[src/rtl/udp_cmd_rx.sv]
// udp_cmd_rx: MII receive parser for a single UDP/IPv4 command frame.
//   Watches the 4-bit receive stream. It accepts a frame addressed to this
//   board (MAC or broadcast, IPv4, UDP, local IP and local port) and captures
//   the first 32-bit payload word. At end of frame it pulses rx_finish, which
//   starts the transmit engine's response. The FCS is not checked here.
// Ports:
//   clk        MII receive clock (single domain)
//   clr        synchronous active-high reset
//   rx_dv      MII receive data valid
//   rxd[3:0]   MII receive nibble, low nibble of each byte first
//   udp_tx_cmd last accepted command word; holds between frames
//   rx_finish  one-cycle pulse: frame accepted, udp_tx_cmd updated
//   rx_drop    one-cycle pulse: frame rejected or truncated after SFD
//   rx_busy    high from the nibble after SFD until the finish/drop pulse
module udp_cmd_rx #(
  parameter logic [47:0] LOCAL_MAC    = 48'h01606E11020F,
  parameter logic [31:0] LOCAL_IP     = 32'hC0A801B7,
  parameter logic [15:0] LOCAL_PORT   = 16'h1F90,
  parameter bit          ACCEPT_BCAST = 1'b1
) (
  input  logic        clk,
  input  logic        clr,
  input  logic        rx_dv,
  input  logic [3:0]  rxd,
  output logic [31:0] udp_tx_cmd,
  output logic        rx_finish,
  output logic        rx_drop,
  output logic        rx_busy
);

  typedef enum logic [2:0] {
    ST_IDLE     = 3'd0,
    ST_PREAMBLE = 3'd1,
    ST_HEADER   = 3'd2,
    ST_PAYLOAD  = 3'd3,
    ST_WAIT_END = 3'd4,
    ST_DRAIN    = 3'd5
  } state_t;

  state_t      state_r;
  state_t      state_s;
  logic        prev_dv_r;
  logic [1:0]  pre_cnt_r;
  logic        phase_r;
  logic [3:0]  lo_nib_r;
  logic [5:0]  byte_cnt_r;
  logic        uni_ok_r;
  logic        bc_ok_r;
  logic [31:0] shadow_r;
  logic [31:0] udp_tx_cmd_r;
  logic        rx_finish_r;
  logic        rx_drop_r;
  logic        rx_busy_r;

  logic [7:0]  byte_s;
  logic        in_frame_s;
  logic        byte_done_s;
  logic        uni_ok_s;
  logic        bc_ok_s;
  logic        hdr_ok_s;
  logic [8:0]  rule_s;
  logic        finish_s;
  logic        drop_s;
  logic        busy_s;

  // Destination MAC byte at header offset idx (0..5), MSB byte first.
  function automatic logic [7:0] mac_byte(input logic [5:0] idx);
    case (idx)
      6'd0:    mac_byte = LOCAL_MAC[47:40];
      6'd1:    mac_byte = LOCAL_MAC[39:32];
      6'd2:    mac_byte = LOCAL_MAC[31:24];
      6'd3:    mac_byte = LOCAL_MAC[23:16];
      6'd4:    mac_byte = LOCAL_MAC[15:8];
      6'd5:    mac_byte = LOCAL_MAC[7:0];
      default: mac_byte = 8'h00;
    endcase
  endfunction

  // Fixed header bytes beyond the MAC: {must_check, expected_value}.
  function automatic logic [8:0] hdr_rule(input logic [5:0] idx);
    case (idx)
      6'd12:   hdr_rule = {1'b1, 8'h08};
      6'd13:   hdr_rule = {1'b1, 8'h00};
      6'd14:   hdr_rule = {1'b1, 8'h45};
      6'd23:   hdr_rule = {1'b1, 8'h11};
      6'd30:   hdr_rule = {1'b1, LOCAL_IP[31:24]};
      6'd31:   hdr_rule = {1'b1, LOCAL_IP[23:16]};
      6'd32:   hdr_rule = {1'b1, LOCAL_IP[15:8]};
      6'd33:   hdr_rule = {1'b1, LOCAL_IP[7:0]};
      6'd36:   hdr_rule = {1'b1, LOCAL_PORT[15:8]};
      6'd37:   hdr_rule = {1'b1, LOCAL_PORT[7:0]};
      default: hdr_rule = {1'b0, 8'h00};
    endcase
  endfunction

  assign byte_s      = {rxd, lo_nib_r};
  assign in_frame_s  = (state_r == ST_HEADER) || (state_r == ST_PAYLOAD) ||
                       (state_r == ST_WAIT_END) || (state_r == ST_DRAIN);
  assign byte_done_s = in_frame_s && rx_dv && phase_r;
  assign rule_s      = hdr_rule(byte_cnt_r);

  // Header byte check; the MAC passes if either unicast or broadcast still matches.
  always_comb begin
    uni_ok_s = uni_ok_r;
    bc_ok_s  = bc_ok_r;
    hdr_ok_s = 1'b1;
    if (byte_cnt_r < 6'd6) begin
      uni_ok_s = uni_ok_r && (byte_s == mac_byte(byte_cnt_r));
      bc_ok_s  = bc_ok_r && ACCEPT_BCAST && (byte_s == 8'hFF);
      hdr_ok_s = uni_ok_s || bc_ok_s;
    end else begin
      hdr_ok_s = !rule_s[8] || (byte_s == rule_s[7:0]);
    end
  end

  // State register.
  always_ff @(posedge clk) begin
    if (clr) begin
      state_r <= ST_IDLE;
    end else begin
      state_r <= state_s;
    end
  end

  // Next-state logic.
  always_comb begin
    state_s = state_r;
    case (state_r)
      ST_IDLE: begin
        if (!prev_dv_r && rx_dv && (rxd == 4'h5)) state_s = ST_PREAMBLE;
        else                                      state_s = ST_IDLE;
      end
      ST_PREAMBLE: begin
        if (!rx_dv)                                       state_s = ST_IDLE;
        else if (rxd == 4'h5)                             state_s = ST_PREAMBLE;
        else if ((rxd == 4'hD) && (pre_cnt_r == 2'd2))    state_s = ST_HEADER;
        else                                              state_s = ST_IDLE;
      end
      ST_HEADER: begin
        if (!rx_dv)                                 state_s = ST_IDLE;
        else if (byte_done_s && !hdr_ok_s)          state_s = ST_DRAIN;
        else if (byte_done_s && byte_cnt_r == 6'd41) state_s = ST_PAYLOAD;
        else                                        state_s = ST_HEADER;
      end
      ST_PAYLOAD: begin
        if (!rx_dv)                                  state_s = ST_IDLE;
        else if (byte_done_s && byte_cnt_r == 6'd45) state_s = ST_WAIT_END;
        else                                         state_s = ST_PAYLOAD;
      end
      ST_WAIT_END: begin
        if (!rx_dv) state_s = ST_IDLE;
        else        state_s = ST_WAIT_END;
      end
      ST_DRAIN: begin
        if (!rx_dv) state_s = ST_IDLE;
        else        state_s = ST_DRAIN;
      end
      default: state_s = ST_IDLE;
    endcase
  end

  // Output decode; the results are registered so pulses follow the rx_dv=0 sample by one clock.
  always_comb begin
    finish_s = (state_r == ST_WAIT_END) && !rx_dv;
    drop_s   = !rx_dv && ((state_r == ST_HEADER) || (state_r == ST_PAYLOAD) ||
                          (state_r == ST_DRAIN));
    busy_s   = (state_s == ST_HEADER) || (state_s == ST_PAYLOAD) ||
               (state_s == ST_WAIT_END) || (state_s == ST_DRAIN);
  end

  // Datapath: byte assembly, counters, header flags, payload shadow and outputs.
  always_ff @(posedge clk) begin
    if (clr) begin
      // prev_dv resets high so a frame still in flight cannot look like a new rising edge.
      prev_dv_r    <= 1'b1;
      pre_cnt_r    <= 2'd0;
      phase_r      <= 1'b0;
      lo_nib_r     <= 4'h0;
      byte_cnt_r   <= 6'd0;
      uni_ok_r     <= 1'b1;
      bc_ok_r      <= 1'b1;
      shadow_r     <= 32'h0000_0000;
      udp_tx_cmd_r <= 32'h0000_0000;
      rx_finish_r  <= 1'b0;
      rx_drop_r    <= 1'b0;
      rx_busy_r    <= 1'b0;
    end else begin
      prev_dv_r   <= rx_dv;
      rx_finish_r <= finish_s;
      rx_drop_r   <= drop_s;
      rx_busy_r   <= busy_s;
      // The rising-edge nibble is the first 5 of the preamble.
      if (state_r == ST_IDLE) begin
        pre_cnt_r <= 2'd1;
      end else if ((state_r == ST_PREAMBLE) && (rxd == 4'h5) && (pre_cnt_r != 2'd2)) begin
        pre_cnt_r <= pre_cnt_r + 2'd1;
      end
      if (state_r == ST_PREAMBLE) begin
        phase_r    <= 1'b0;
        byte_cnt_r <= 6'd0;
        uni_ok_r   <= 1'b1;
        bc_ok_r    <= 1'b1;
      end else if (in_frame_s && rx_dv) begin
        phase_r <= ~phase_r;
        if (!phase_r) begin
          lo_nib_r <= rxd;
        end else if (byte_cnt_r != 6'd63) begin
          byte_cnt_r <= byte_cnt_r + 6'd1;
        end
        if (byte_done_s && (state_r == ST_HEADER)) begin
          uni_ok_r <= uni_ok_s;
          bc_ok_r  <= bc_ok_s;
        end
        if (byte_done_s && (state_r == ST_PAYLOAD)) begin
          shadow_r <= {shadow_r[23:0], byte_s};
        end
      end
      if (finish_s) begin
        udp_tx_cmd_r <= shadow_r;
      end
    end
  end

  assign udp_tx_cmd = udp_tx_cmd_r;
  assign rx_finish  = rx_finish_r;
  assign rx_drop    = rx_drop_r;
  assign rx_busy    = rx_busy_r;

endmodule

[config.mk]
export PLATFORM = sky130hd
export DESIGN_NAME = udp_cmd_rx
export DESIGN_NICKNAME = d
export VERILOG_FILES = /design/src/rtl/udp_cmd_rx.sv
export SDC_FILE = /design/constraint.sdc
export NUM_CORES = 1
export LEC_CHECK = 0
export BUFFER_PORTS_ARGS = -buffer_cell sky130_fd_sc_hd__buf_2
export CORE_ASPECT_RATIO = 0.5
export CORE_MARGIN = 5
export CORE_UTILIZATION = 58
export DETAILED_ROUTE_END_ITERATION = 10
export GPL_TIMING_DRIVEN = 0
export PLACE_DENSITY_LB_ADDON = 0.08
export SKIP_LAST_GASP = 1
export SYNTH_ARGS = -nofsm -noshare
export SYNTH_HDL_FRONTEND = slang
export SYNTH_SLANG_ARGS = --single-unit
[constraint.sdc]
create_clock -name clk -period 3.4 [get_ports clk]
set_input_delay 0.17 -clock clk [delete_from_list [all_inputs] [get_ports clk]]
set_output_delay 0.17 -clock clk [all_outputs]
set_load 0.1 [all_outputs]
== After elaboration in Yosys (flattened, before gate mapping) ==
Index checks and enable logic that the tools add are counted.

* Memory bits (read-only): 0
* Output and inout bits: 35
* Logic and storage cells: 109
* Latch bits: 0
* Memories: 0
* Register bits after elaboration: 86
* Bits of input ports: 7
* Memory bits (writable): 0

* Mux-type cells: 18
* Multiply operators: 0
* Add/subtract/negate cells: 2
* Shift-type cells: 0
* Equal/unequal tests: 34
* Bitwise gates (word level): 2
* Div/mod/pow operators: 0
* $lt $le $gt $ge: 1
* Reduce and logical (&&, ||, !) cells: 38

{| class="wikitable"
|+ Operators with widths
! operator !! count
|-
| $pmux W9 S10 || 1
|-
| $pmux W7 S6 || 1
|-
| $eq A6 B6 Y1 const B || 6
|-
| $eq A6 B4 Y1 const B || 3
|-
| $eq A6 B5 Y1 const B || 3
|-
| $mux W3 || 6
|-
| $pmux W3 S6 || 1
|-
| $eq A8 B8 Y1 || 2
|-
| $logic_and A1 B1 Y1 || 16
|-
| $eq A3 B2 Y1 const B || 4
|-
| $eq A3 B3 Y1 const B || 4
|-
| $eq A6 B2 Y1 const B || 2
|-
| $eq A6 B3 Y1 const B || 2
|-
| $reduce_and A3 Y1 || 4
|-
| $logic_or A1 B1 Y1 || 9
|-
| $eq A8 B8 Y1 const B || 1
|-
| $mux W8 || 1
|-
| $add A6 B1 Y6 const B || 1
|-
| $eq A6 B1 Y1 const B || 1
|-
| $logic_not A6 Y1 || 1
|-
| $lt A6 B3 Y1 const B || 1
|-
| $mux W2 || 3
|-
| $ne A6 B6 Y1 const B || 1
|-
| $mux W1 || 5
|-
| 11 further kinds || 16
|}

== Depth between registers and ports, before layout ==
Gate-level depths: netlist of run 1.

* Depth after elaboration: 16
* Gate-level depth with buffers: 10
* Mapped depth without buffers: 9

== Worst setup path before layout of run 1 ==
Ideal clock, no wire load.

* Path type: register to register
* From: register byte_cnt_r[1]
* To: register state_r[2]
* Period minus slack after synthesis: 2.409 ns
* Required time: 3.280 ns
* Stages on the path, launching flop included: 11
* Setup time: 0.120 ns
* Path buffers: 1
* Slack: 0.991 ns
* Data arrival time: 2.289 ns
* Path through: dfxtp_1 -> inv_1 -> ha_1 -> buf_6 -> or3_1 -> a2111oi_1 -> a21oi_1 -> a2111oi_4 -> a211oi_2 -> a211oi_1 -> nor2_1

* Cells in the longest elaborated chain, start to end: 12
* Elaborated cells between the ends (all ways): 36
* Those cells by class: 1 x order compare; 18 x eq/ne; 9 x mux; 8 x reduce/logical

{| class="wikitable"
|+ Ends and longest elaborated chain
! element !! line !! text
|-
| from (decl) || 46 || <nowiki>logic [5:0] byte_cnt_r;</nowiki>
|-
| from (signal assigned) || 208 || <nowiki>byte_cnt_r <= byte_cnt_r + 6'd1;</nowiki>
|-
| $eq A6 B3 Y1, or another cell as far along || 68 || <nowiki>case (idx)</nowiki>
|-
| $pmux W7 S6 || 68 ||
|-
| $mux W8 || 107 || <nowiki>if (byte_cnt_r < 6'd6) begin</nowiki>
|-
| $eq A8 B8 Y1 || 108 || <nowiki>uni_ok_s = uni_ok_r && (byte_s == mac_byte(byte_cnt_r));</nowiki>
|-
| $logic_and A1 B1 Y1 || 108 ||
|-
| $logic_or A1 B1 Y1 || 110 || <nowiki>hdr_ok_s = uni_ok_s || bc_ok_s;</nowiki>
|-
| $mux W1 || 107 ||
|-
| $logic_not A1 Y1 || 141 || <nowiki>else if (byte_done_s && !hdr_ok_s) state_s = ST_DRAIN;</nowiki>
|-
| $logic_and A1 B1 Y1 || 141 ||
|-
| $mux W3 || 141 ||
|-
| $mux W3 || 140 || <nowiki>if (!rx_dv) state_s = ST_IDLE;</nowiki>
|-
| $pmux W3 S6 (*) || 128 || <nowiki>case (state_r)</nowiki>
|-
| to (signal assigned) || 121 || <nowiki>state_r <= state_s;</nowiki>
|-
| to (decl) || 40 || <nowiki>state_t state_r;</nowiki>
|}

Mark *: on every way between the ends. The rest lies on a longest branch, timed or not. The select of a mux whose other input is x is not followed.
A chain may end at the register's enable or synchronous reset.

== Worst setup path after layout of run 1 ==
Ends and elaborated chain as after synthesis.

==> results.sh, run 1 <==
export IMPL_synth_seq_area_share_pct=45.0
export IMPL_synth_simple_gate_area_share_pct=25.6
export IMPL_first_pass_iters=5
export IMPL_hpwl_um=6160
export IMPL_ant_nets=0
export IMPL_power_switching_w=0.000421
export IMPL_antenna_found_initial=0
export IMPL_vdd_drop_max_uv=219
export IMPL_seqCellArea_um2=1720
export IMPL_yosysWarningCount=0
export IMPL_grt_max_degree=15
export IMPL_nFillCells=549
export IMPL_finalCoreUtilization_pct=70.4
export IMPL_postSynthAreaPerCell_um2=7.74
export IMPL_die_height_um=67.5
export IMPL_ctsResizeCount=0
export IMPL_multi_input_area_um2=1910
export IMPL_holdBufCountCts=0
export IMPL_hold_viol=0
export IMPL_synthAdderAreaFrac_pct=1.63
export IMPL_max_clock_freq_mhz=379
export IMPL_synth_distinct_cells=56
export IMPL_synth_xor_xnor_area_share_pct=2.74
export IMPL_layout_common_cells="141 x nand2_1, 86 x dfxtp_1, 74 x a21oi_1"
export IMPL_syn_nets=507
export IMPL_setup_tns_ns=0
export IMPL_place_gp_congestion=0.858
export IMPL_layout_commonest_cell="nand2_1"
export IMPL_drt_iter0_markers=244
export IMPL_drc=0
export IMPL_swShare_pct=21.7
export IMPL_setup_slack_ns=0.764
export IMPL_overflow=0
export IMPL_avgViaCountPerCell=5.34
export IMPL_root_buffer="clkbuf_16"
export IMPL_arrival_ns=2.86
export IMPL_drive_gt1_share_pct=12.1
export IMPL_numCtsBuffers=9
export IMPL_synth_edff_count=0
export IMPL_crit_required_ns=3.62
export IMPL_pin_count=42
export IMPL_rsz0062_at_grt="false"
export IMPL_grt_pass1_wl_um=14500
export IMPL_area_delta_synth_final_pct=14.6
export IMPL_finalPower_w=0.00194
export IMPL_coreArea_um2=6230
export IMPL_holdCritStartpoint="rxd[1]"
export IMPL_worstSetupStartpoint="byte_cnt_r[1]$_SDFFE_PP0P_"
export IMPL_post_drt_wl_per_cell_um=13.5
export IMPL_die_area_um2=8430
export IMPL_rows=20
export IMPL_setup_worst_path_end_class="flop"
export IMPL_clock_latency_ns=0.34
export IMPL_relSlewSlack_pct=49.6
export IMPL_power_density_nw_per_um2=442
export IMPL_pwr_share_clk_pct=45.7
export IMPL_pre_cts_slack_ns=0.773
export IMPL_status="complete, no violations"
export IMPL_power_frac_seq_pct=52.1
export IMPL_worstSetupPathType="reg -> reg"
export IMPL_synth_compound_area_share_pct=18.2
export IMPL_hold_class="in -> reg"
export IMPL_track_usage_pct=21.4
export IMPL_fin_crit_sh_pct=77.5
export IMPL_cts_sinks=86
export IMPL_die_x_um=125
export IMPL_syn_area_um2=3830
export IMPL_cts_tree="built"
export IMPL_slew_violations=0
export IMPL_postSynth_asyncResetShare_pct=0
export IMPL_power_share_combinational_pct=2.3
export IMPL_max_slew_worst_pin_slew_ns=0.755
export IMPL_h_tree_depth=3
export IMPL_setup_viol=0
export IMPL_synthFlopType="dfxtp_1"
export IMPL_drt_total_wl_um=8540
export IMPL_muxShareOfSynthArea_pct=1.60
export IMPL_p_leak_nw=1.57
export IMPL_finalClockSkew_ns=0.00566
export IMPL_post_cts_setup_buffer_count=0
export IMPL_io_buffers=36
export IMPL_worstReg2RegStart="byte_cnt_r[1]$_SDFFE_PP0P_"
export IMPL_crit_fanout=10
export IMPL_clk_pin_slew_ns=0.06
export IMPL_nets=554
export IMPL_start_util_pct=61.5
export IMPL_num_vias=3394
export IMPL_period_minus_slack_ns=2.64
export IMPL_grt_pass1_vias=3136
export IMPL_cts_path_max_buffers=2
export IMPL_n_antenna_cell=0
export IMPL_startpoint_type="flop"
export IMPL_ys_ff_latch=86
export IMPL_p_int_w=0.00152
export IMPL_synth_top_family_by_area="simple AND/OR/NAND/NOR gates"
export IMPL_cap_viol_max_count=0
export IMPL_synthCells=495
[metrics by stage]
stage	hold slack, ns	instances	area (um^2)
4_1_cts	0.0986	635	4390
3_3_place_gp	0.440	619	4120
2_1_floorplan	0.422	495	3830
6_report	0.110	635	4390
5_1_grt	0.118	635	4390
3_5_place_dp	0.444	619	4120
[sequential cells by signal, summed over array words and instances (netlist names)]
signal / flops
pre_cnt_r: 2
bc_ok_r: 1
uni_ok_r: 1
phase_r: 1
prev_dv_r: 1
byte_cnt_r: 6
rx_drop: 1
udp_tx_cmd: 32
state_r: 3
shadow_r: 32
lo_nib_r: 4
rx_finish: 1
rx_busy: 1
[power groups by stage]
stage | clock (W) | combinational [W] | sequential (W)
floorplan | 0 | 0.0000317 | 0.00103
global placement | 0 | 0.0000441 | 0.00103
detailed placement | 0 | 0.0000440 | 0.00103
CTS | 0.000901 | 0.0000442 | 0.00101
global route | 0.000959 | 0.0000486 | 0.00101
finish | 0.000885 | 0.0000441 | 0.00101
[worst max-delay path: stages, from the launching register on]
cell and delay [ns]:
dfxtp_1 0.41, inv_1 0.09, ha_1 0.19, buf_6 0.14, or3_1 0.37, a2111oi_1 0.38, a21oi_1 0.13, a2111oi_4 0.39
a211oi_2 0.10, a211oi_1 0.24, nor2_1 0.08
[synthesized netlist by cell type, types with 5 or more instances]
cell | number | area (um^2)
nor2_1 | 31 | 116
inv_1 | 11 | 41.3
xor2_1 | 6 | 52.6
ha_1 | 5 | 62.6
clkbuf_1 | 28 | 105
nand2b_1 | 6 | 37.5
dfxtp_1 | 86 | 1720
a21oi_1 | 74 | 370
nor3_1 | 10 | 50.1
mux2i_1 | 5 | 50.1
o21ai_0 | 9 | 45.0
buf_2 | 6 | 30.0
nand2_1 | 141 | 529
nand3_1 | 7 | 35.0
xnor2_1 | 6 | 52.6
[per-layer routing]
| layer | GRT usage, % | share of wire [%] | vias up |
|---|---|---|---|
| li1 | - | - | 1764 |
| met5 | 0 | 0 | - |
| met1 | 26.2 | 48 | 1542 |
| met3 | 6.24 | 5.2 | 14 |
| met2 | 37.3 | 46 | 74 |
| met4 | 7.16 | 1.2 | 0 |
[cell families (layout without fill, tap and decap cells)]
logic type	Yosys count	in the layout
AOI/OAI and AO/OA	114	114
xor gates and xnor gates	12	12
adders and majority gates	5	5
buffers and inverters	48	100
DFF	86	86
muxes	6	6
and+or+nand+nor	224	224
[path summary, 6_finish.rpt]
kind,slack [ns],cells after the start,end
min,0.11,3,shadow_r[5]$_SDFFE_PP0P_
max,0.76,10,state_r[2]$_SDFF_PP0_
max reg2reg,0.76,10,state_r[2]$_SDFF_PP0_
min reg2reg,0.45,2,udp_tx_cmd[12]$_SDFFE_PP0P_
[cell type report]
type / instances / area share, %
Multi-Input combinational cell: 361 / 43.4
Sequential cell: 86 / 39.2
Clock buffer: 11 / 5.30
Timing Repair Buffer: 36 / 4.11
Buffer: 37 / 3.68
Tap cell: 88 / 2.51
Inverter: 11 / 0.941
Clock inverter: 5 / 0.798
No activity file was read; power rests on OpenSTA's default activity.
==> run 2, diff against run 1 <==
Clock period 3.4 ns to 2.5 ns, I/O delays scaled along.
==> results.sh, run 2 (synthesized netlist as in run 1, its figures left out) <==
export IMPL_status="complete, no violations"
export IMPL_cts_tree="built"
export IMPL_n_antenna_cell=0
export IMPL_setup_worst_path_end_class="flop"
export IMPL_worst_r2r_cell_count=8
export IMPL_start_util_pct=61.5
export IMPL_io_buffers=36
export IMPL_root_buffer="clkbuf_16"
export IMPL_numCtsBuffers=9
export IMPL_area_delta_synth_final_pct=16.4
export IMPL_worstSetupPathType="reg -> reg"
export IMPL_num_vias=3404
export IMPL_layout_common_cells="141 x nand2_1, 84 x dfxtp_1, 73 x a21oi_1"
export IMPL_p_leak_nw=1.59
export IMPL_max_slew_worst_pin_slew_ns=0.786
export IMPL_slowest_stage="dfxtp_1"
export IMPL_worstReg2RegStart="byte_cnt_r[2]$_SDFFE_PP0P_"
export IMPL_min_delay_path_depth=3
export IMPL_first_pass_iters=4
export IMPL_power_density_nw_per_um2=592
export IMPL_nFillCells=537
export IMPL_hold_class="in -> reg"
export IMPL_dp_cells=619
export IMPL_clock_latency_ns=0.34
export IMPL_finalClockSkew_ns=0.00506
export IMPL_cp_cell_sequence="buf_2 -> mux2_2 -> a22oi_1 -> xnor2_1 -> a2111oi_4 -> a211oi_2 -> a21oi_2 -> o311a_1"
export IMPL_setup_slack_ns=0.113
export IMPL_grt_pass1_vias=3136
export IMPL_drc=0
export IMPL_reg2reg_to="state_r[1]$_SDFF_PP0_"
export IMPL_max_stage_delay_ns=0.46
export IMPL_crit_buf_inv=1
export IMPL_period_minus_slack_ns=2.39
export IMPL_finalCoreUtilization_pct=71.5
export IMPL_hold_viol=0
export IMPL_crit_required_ns=2.73
export IMPL_crit_fanout=10
export IMPL_min_to="shadow_r[5]$_SDFFE_PP0P_"
export IMPL_avgViaCountPerCell=5.36
export IMPL_holdCritStartpoint="rxd[1]"
export IMPL_rows=20
export IMPL_setup_viol=0
export IMPL_post_drt_wl_per_cell_um=13.7
export IMPL_cts_sinks=86
export IMPL_critical_path_top_delay_family="compound AO/OA/AOI/OAI gates"
export IMPL_overflow=0
export IMPL_die_height_um=67.5
export IMPL_grt_max_degree=15
export IMPL_layout_commonest_cell="nand2_1"
export IMPL_drive_gt1_share_pct=14.3
export IMPL_fin_cells=635
export IMPL_max_clock_freq_mhz=419
export IMPL_cap_viol_max_count=0
export IMPL_rsz0062_at_grt="true"
export IMPL_ant_nets=0
export IMPL_worstSetupStartpoint="byte_cnt_r[2]$_SDFFE_PP0P_"
export IMPL_place_gp_congestion=0.858
export IMPL_slew_violations=0
export IMPL_fin_crit_sh_pct=95.5
export IMPL_pin_count=42
export IMPL_pre_cts_slack_ns=-0.127
export IMPL_relSlewSlack_pct=47.5
export IMPL_die_x_um=125
export IMPL_startpoint_type="flop"
export IMPL_coreArea_um2=6230
export IMPL_drt_iter0_markers=268
export IMPL_hpwl_um=6160
export IMPL_arrival_ns=2.61
export IMPL_drt_total_wl_um=8690
export IMPL_clk_pin_slew_ns=0.06
export IMPL_track_usage_pct=21.4
export IMPL_h_tree_depth=3
export IMPL_cts_path_max_buffers=2
export IMPL_die_area_um2=8430
export IMPL_ff2ff_setup_slack_ns=0.11
export IMPL_grt_pass1_wl_um=14500
export IMPL_antenna_found_initial=0
export IMPL_nets=554
export IMPL_vdd_drop_max_uv=293
==> run 2: cell counts in the layout (fill, tap and decap cells not counted) <==
No cell type changed its count.
==> run 2: what timing repair did <==
item	CTS	global route
setup buffers	0	1
gates resized for setup	2	14
hold buffers	0	0
setup endpoints to repair	3	13
pin swaps	1	2
==> run 2: metal layers <==
metal | part of all wire (%) | up-vias | GRT usage [%]
met4 | 1.4 | 0 | 7.16
li1 | - | 1759 | -
met3 | 5.2 | 13 | 6.24
met2 | 45 | 73 | 37.3
met5 | 0 | - | 0
met1 | 48 | 1559 | 26.2
==> run 2: layout make-up <==
class,count,area [um^2],area share [%]
buffer,36,160,3.59
clock inverter,5,35.0,0.786
tap,88,110,2.47
sequential,86,1730,38.7
multi-input combinational,361,1960,44.0
clock buffer,11,233,5.22
timing repair buffer,37,188,4.21
inverter,11,41.3,0.926
==> run 2: metrics by stage <==
stage / hold WS (ns) / area, um^2 / total power (W) / TNS, ns
after floorplan: 0.377 / 3830 / 0.00145 / 0
after global placement: 0.408 / 4120 / 0.00146 / -0.0985
after detailed placement: 0.408 / 4120 / 0.00146 / -0.195
after CTS: 0.0536 / 4390 / 0.00266 / 0
after global routing: 0.0872 / 4460 / 0.00274 / -0.0264
final: 0.0690 / 4460 / 0.00264 / 0
==> run 2: how the worst max path moves through the flow <==
stage	to	slack, ns	cells after the start
2_1_floorplan	state_r[2]$_SDFF_PP0_	0.09	10
3_3_place_gp	state_r[2]$_SDFF_PP0_	-0.07	10
3_5_place_dp	state_r[2]$_SDFF_PP0_	-0.13	10
4_1_cts	state_r[2]$_SDFF_PP0_	0.06	10
5_1_grt	shadow_r[11]$_SDFFE_PP0P_	-0.02	7
6_report	state_r[1]$_SDFF_PP0_	0.11	8
==> run 2: worst min-delay path, cell delays in order <==
cell     delay (ns)
buf_6          0.12
nand2_1        0.06
a21oi_1        0.05
==> run 2: power breakdown <==
part           internal (W)  total [W]  switching [W]
Clock              0.000675    0.00121       0.000532
Combinational     0.0000173  0.0000627      0.0000454
Sequential          0.00137    0.00137    0.000000392
